[config.mk]
export PLATFORM = sky130hd
export DESIGN_NAME = scic_cpu_ws
export DESIGN_NICKNAME = d
export VERILOG_FILES = /design/src/rtl/scic_cpu_ws.sv
export SDC_FILE = /design/constraint.sdc
export NUM_CORES = 1
export LEC_CHECK = 0
export ABC_AREA = 1
export CAP_MARGIN = 20
export CORE_MARGIN = 2
export CORE_UTILIZATION = 40
export CTS_BUF_LIST = sky130_fd_sc_hd__clkbuf_16
export DETAILED_ROUTE_END_ITERATION = 12
export PLACE_DENSITY = 0.59
export SLEW_MARGIN = 5
export SYNTH_ARGS = -nofsm -noshare
export SYNTH_HDL_FRONTEND = slang
export SYNTH_SLANG_ARGS = --single-unit
[constraint.sdc]
create_clock -name clock -period 5.3 [get_ports clock]
set_clock_uncertainty 0.1 [all_clocks]
set_input_delay 1.325 -clock clock [delete_from_list [all_inputs] [get_ports clock]]
set_output_delay 1.325 -clock clock [all_outputs]
set_load 0.02 [all_outputs]
[src/rtl/scic_cpu_ws.sv]
// Accumulator CPU with a single shared instruction/data port and ready/valid wait states.
// Every state change and memory output is registered; a stalled transaction freezes everything.
module scic_cpu_ws #(
    parameter int unsigned       DATA_W   = 32,
    parameter int unsigned       ADDR_W   = 16,
    parameter logic [ADDR_W-1:0] RESET_PC = '0
) (
    input  logic              clock,
    input  logic              reset,
    output logic              mem_req,
    output logic              mem_we,
    output logic [ADDR_W-1:0] mem_addr,
    output logic [DATA_W-1:0] mem_wdata,
    input  logic              mem_ready,
    input  logic [DATA_W-1:0] mem_rdata,
    output logic              halted,
    output logic [ADDR_W-1:0] pc_out,
    output logic [DATA_W-1:0] ac_out
);

    localparam int unsigned OP_W = 4;

    localparam logic [OP_W-1:0] OP_ADD = 4'h1;
    localparam logic [OP_W-1:0] OP_SHL = 4'h2;
    localparam logic [OP_W-1:0] OP_SHR = 4'h3;
    localparam logic [OP_W-1:0] OP_LDI = 4'h4;
    localparam logic [OP_W-1:0] OP_LD  = 4'h5;
    localparam logic [OP_W-1:0] OP_OR  = 4'h6;
    localparam logic [OP_W-1:0] OP_ST  = 4'h7;
    localparam logic [OP_W-1:0] OP_JMP = 4'h8;
    localparam logic [OP_W-1:0] OP_AND = 4'h9;
    localparam logic [OP_W-1:0] OP_SUB = 4'hA;
    localparam logic [OP_W-1:0] OP_JZ  = 4'hB;
    localparam logic [OP_W-1:0] OP_JN  = 4'hC;
    localparam logic [OP_W-1:0] OP_XOR = 4'hD;
    localparam logic [OP_W-1:0] OP_HLT = 4'hF;

    typedef enum logic [1:0] {S_FETCH, S_EXEC, S_HALT} state_t;

    state_t              r_state;
    logic [ADDR_W-1:0]   r_pc;
    logic [DATA_W-1:0]   r_ac;
    logic [OP_W-1:0]     r_op;
    logic [ADDR_W-1:0]   r_x;
    logic                r_req;
    logic                r_we;
    logic [ADDR_W-1:0]   r_addr;
    logic                r_halted;

    logic                w_done;
    logic [OP_W-1:0]     w_f_op;
    logic [ADDR_W-1:0]   w_f_x;
    logic [ADDR_W-1:0]   w_pc_inc;
    logic                w_taken;
    logic [ADDR_W-1:0]   w_next_pc;
    logic [DATA_W-1:0]   w_alu;

    function automatic logic is_mem_op(input logic [OP_W-1:0] op);
        case (op)
            OP_ADD, OP_SHL, OP_SHR, OP_LD, OP_OR,
            OP_ST, OP_AND, OP_SUB, OP_XOR: is_mem_op = 1'b1;
            default:                       is_mem_op = 1'b0;
        endcase
    endfunction

    assign w_done    = r_req & mem_ready;
    assign w_f_op    = mem_rdata[DATA_W-1 -: OP_W];
    assign w_f_x     = mem_rdata[ADDR_W-1:0];
    assign w_pc_inc  = r_pc + ADDR_W'(1);
    assign w_taken   = (r_op == OP_JMP)
                     | ((r_op == OP_JZ) & (r_ac == '0))
                     | ((r_op == OP_JN) & r_ac[DATA_W-1]);
    assign w_next_pc = w_taken ? r_x : r_pc;

    // Memory-operand result; shifts by >= DATA_W naturally yield zero.
    always_comb begin
        w_alu = r_ac;
        case (r_op)
            OP_ADD:  w_alu = r_ac + mem_rdata;
            OP_SUB:  w_alu = r_ac - mem_rdata;
            OP_SHL:  w_alu = r_ac << mem_rdata;
            OP_SHR:  w_alu = r_ac >> mem_rdata;
            OP_LD:   w_alu = mem_rdata;
            OP_OR:   w_alu = r_ac | mem_rdata;
            OP_AND:  w_alu = r_ac & mem_rdata;
            OP_XOR:  w_alu = r_ac ^ mem_rdata;
            default: w_alu = r_ac;
        endcase
    end

    // Fetch/execute sequencer; memory outputs are set up one edge ahead of use.
    always_ff @(posedge clock) begin
        if (reset) begin
            r_state  <= S_FETCH;
            r_pc     <= RESET_PC;
            r_ac     <= '0;
            r_op     <= '0;
            r_x      <= '0;
            r_req    <= 1'b1;
            r_we     <= 1'b0;
            r_addr   <= RESET_PC;
            r_halted <= 1'b0;
        end else begin
            case (r_state)
                S_FETCH: begin
                    if (w_done) begin
                        r_op    <= w_f_op;
                        r_x     <= w_f_x;
                        r_pc    <= w_pc_inc;
                        r_state <= S_EXEC;
                        r_req   <= is_mem_op(w_f_op);
                        r_we    <= (w_f_op == OP_ST);
                        r_addr  <= w_f_x;
                    end
                end
                S_EXEC: begin
                    if (r_req) begin
                        if (mem_ready) begin
                            r_ac    <= w_alu;
                            r_state <= S_FETCH;
                            r_we    <= 1'b0;
                            r_addr  <= r_pc;
                        end
                    end else if (r_op == OP_HLT) begin
                        r_state  <= S_HALT;
                        r_halted <= 1'b1;
                    end else begin
                        if (r_op == OP_LDI) begin
                            r_ac <= DATA_W'(r_x);
                        end
                        r_pc    <= w_next_pc;
                        r_addr  <= w_next_pc;
                        r_req   <= 1'b1;
                        r_we    <= 1'b0;
                        r_state <= S_FETCH;
                    end
                end
                S_HALT: begin
                    r_req <= 1'b0;
                end
                default: begin
                    r_state <= S_FETCH;
                end
            endcase
        end
    end

    assign mem_req   = r_req;
    assign mem_we    = r_we;
    assign mem_addr  = r_addr;
    assign mem_wdata = r_ac;
    assign halted    = r_halted;
    assign pc_out    = r_pc;
    assign ac_out    = r_ac;

endmodule
==> impl_metrics.csv <==
group,metric,value,unit
worst_setup_path,cpPeakStageDelay,0.48,ns
clocking,htree_levels,3,
finish,antenna_cells,0,
pwr,vdd_drop_max,0.000286,V
logic_synthesis,seq_area_frac_synth,13.9,%
worst_setup_path,cpMostUsedCell,"nand2_1",
routing,wire_per_inst,20.8,um
routing,dr.pass1.iters,5,
logic_synthesis,async_flop_share,0,%
logic_synthesis,synth.top_cell.area_share,21.4,%
sta,slew_violations,0,
logic_synthesis,syn-num-nets,2424,
logic_synthesis,ys_ff_latch,89,
pwr,power,4.80,mW
die,ios,134,
logic_synthesis,syn_avg_cell_area,5.62,um^2
worst_setup_path,crit_chain,"clkdlybuf4s50_1 -> buf_4 -> nor3_1 -> nand4_1 -> buf_4 -> inv_1 -> nand2_1 -> nor3_1 -> nand2_1 -> o31ai_1 -> xor2_1 -> inv_1 -> ha_1 -> nand2_1 -> o21ai_0 -> nor2_1 -> inv_1 -> nand2_1 -> nand3_1 -> nor2_1 -> or2_2 -> nand2_1 -> nand3_1 -> a21oi_1",
sta,max_slew_margin,27.7,%
sta,worstMarginPinSlew,1.08,ns
min_path,hp-class,"register to register",
worst_setup_path,cpMaxStageDelayCell,"clkdlybuf4s50_1",
clocking,cts_hold_buf,0,
grt,grt-busiest-layer,"met2",
placement,dp_slack,-0.0876,ns
grt,grt_use_met3,4.83,%
placement,place.gp.congestion,0.981,
die,dieArea,0.0335,mm^2
sta,finalCritPeriodShare,96.6,%
worst_setup_path,worst-r2r-setup-slack,1.48,ns
grt,use_met2,52.1,%
routing,routed_wl,58.5,mm
clocking,root_buffer,"clkbuf_16",
grt,grt_pass1_wl,86.6,mm
grt,grt_pass1_vias,14400,
clocking,clk_path_buf_depth,2,
routing,vias_per_cell,5.74,
sta,fin_tns_setup,0,ns
sta,fin_crit,5.12,ns
die,die_y,183,um
worst_setup_path,cp_num_buf_inv,6,
die,initial_core_util,40.7,%
logic_synthesis,synth_edf_count,0,
clocking,clkLatencyLatePin,0.38,ns
worst_setup_path,worst-setup-path-type,"input port to register",
worst_setup_path,critPathRequiredTime,5.52,ns
clocking,clk_pin_slew_worst_paths,0.08,ns
sta,rsz0062_at_grt,"no",
die,core,0.0316,mm^2
outcome,status,"finished, final reports clean",
logic_synthesis,ys_types,49,
worst_setup_path,arrival,5.34,ns
clocking,numCtsBuffers,9,
pwr,leakage,7.18,nW
logic_synthesis,syn_area,0.0128,mm^2
logic_synthesis,netlist_instances,2284,
grt,use_met1,47.6,%
run,cap_viol_max_count,0,
sta,clock.fmax,195,MHz
placement,placement.io_buffers,133,
routing,vias,16200,
worst_setup_path,crit_path_end_kind,"register",
finish,drive_gt1_share,8.41,%
grt,grt_usage,33.8,%
grt,grt_max_degree,85,
worst_setup_path,crit_family,"simple AND/OR/NAND/NOR gates",
routing,antenna_left,0,
logic_synthesis,synthFlopType,"dfxtp_1",
clocking,tritoncts,"built",
worst_setup_path,crit_fanout,4,
clocking,cts_sinks,89,
logic_synthesis,synth_top_area_cell,"nand2_1",
finish,syn_to_final_growth,18.9,%
pwr,p_per_area,315,mW/mm^2
sta,hold_violations,0,
die,rows,65,
worst_setup_path,cp-start-kind,"input port",
placement,dp_hpwl,45.6,mm
sta,setup_viol,0,
routing,drc,0,
finish,fin_nets,2550,
logic_synthesis,yosysWarnings,0,
routing,drtIter0Drc,1661,
grt,grt_overflow_total,0,
grt,antenna_found_initial,3,
logic_synthesis,synthTopCellsByArea,"nand2_1 21%, dfxtp_1 14%, ha_1 10%",
die,die_w,183,um
sta,setup_ws,0.179,ns
==> layout by cell type, fill, tap and decap left out, types with 6 or more instances in the layout <==
cell and count:
nor2_1 172, buf_4 132, a221oi_1 37, o22ai_1 21
nand3_1 210, a31oi_1 13, xor2_1 40, a21o_1 11
o21ai_2 10, clkdlybuf4s50_1 130, clkbuf_16 9, o211ai_1 10
dfxtp_1 89, inv_1 209, nor2_2 9, o21ai_0 126
inv_2 9, ha_1 104, xnor2_1 7, nand4_1 35
a2111oi_0 11, nand2_2 12, a21oi_1 172, nor3_1 24
nor4_1 6, o21ai_1 17, nand2_1 732
==> power breakdown <==
part / leakage [nW] / switching (mW) / total, mW / internal, mW
Combinational: 6.30 / 1.98 / 3.02 / 1.05
Clock: 0.157 / 0.316 / 0.726 / 0.410
Sequential: 0.727 / 0.221 / 1.05 / 0.833
==> flip-flops by register name, summed over array words and instances, names as in the netlist <==
register	flops
ac_out	32
halted	1
mem_addr	16
mem_req	1
mem_we	1
pc_out	16
r_op	4
r_state	2
r_x	16
==> synth_stat cells, types with 20 or more instances <==
master    count
nand2_1     732
inv_1       210
nand3_1     210
nor2_1      174
a21oi_1     172
o21ai_0     127
ha_1        104
dfxtp_1      89
clkbuf_1     78
xor2_1       40
a221oi_1     37
nand4_1      35
buf_4        32
nor3_1       25
o22ai_1      21
buf_2        20
==> tightest hold or removal path, delay by kind of cell, from the launching register on <==
kind | cells | cell delay (ns)
DFF | 1 | 0.31
AOI/OAI and AO/OA | 1 | 0.05
buffers and inverters | 1 | 0.05
==> final timing paths <==
check        cells past startpoint         start         end
max                             24  mem_rdata[0]  ac_out[31]
min                              2        halted      halted
max reg2reg                     22       r_op[3]  ac_out[21]
min reg2reg                      2        halted      halted
==> metrics by stage <==
step	cell area, um^2	util, %	cells	hold WS [ns]
after floorplan	12800	-	2284	0.344
after global placement	14900	47.3	2800	0.342
after detailed placement	14900	47.3	2800	0.349
after CTS	15200	48.3	2815	0.360
after global routing	15300	48.4	2816	0.396
final	15300	48.4	2816	0.353
==> kinds of logic after synthesis <==
group | after synthesis | synth area share [%]
AOI/OAI and AO/OA | 457 | 21.0
xor gates and xnor gates | 47 | 3.21
adders and majority gates | 105 | 10.3
buffers and inverters | 371 | 12.2
DFF | 89 | 13.9
muxes | 1 | 0.0780
and+or+nand+nor | 1214 | 39.3
==> per-layer routing <==
metal	wire length [um]	vias up
met4	2000	0
met3	4910	88
met2	25300	701
li1	-	7833
met5	0	-
met1	26400	7547
==> what timing repair did <==
item,in CTS,in global routing
endpoints found under the setup margin,0,7
resized for setup,0,5
setup buffers,0,1
==> area by class of cell <==
class                      instances  area, um^2
inverter                         220         826
timing repair buffer             266        2330
clock inverter                     6        82.6
tap                              402         503
sequential                        89        1780
fill                            3465       16300
clock buffer                       9         225
multi-input combinational       1824        9510
Note: power is estimated with default switching activity, not from simulation.
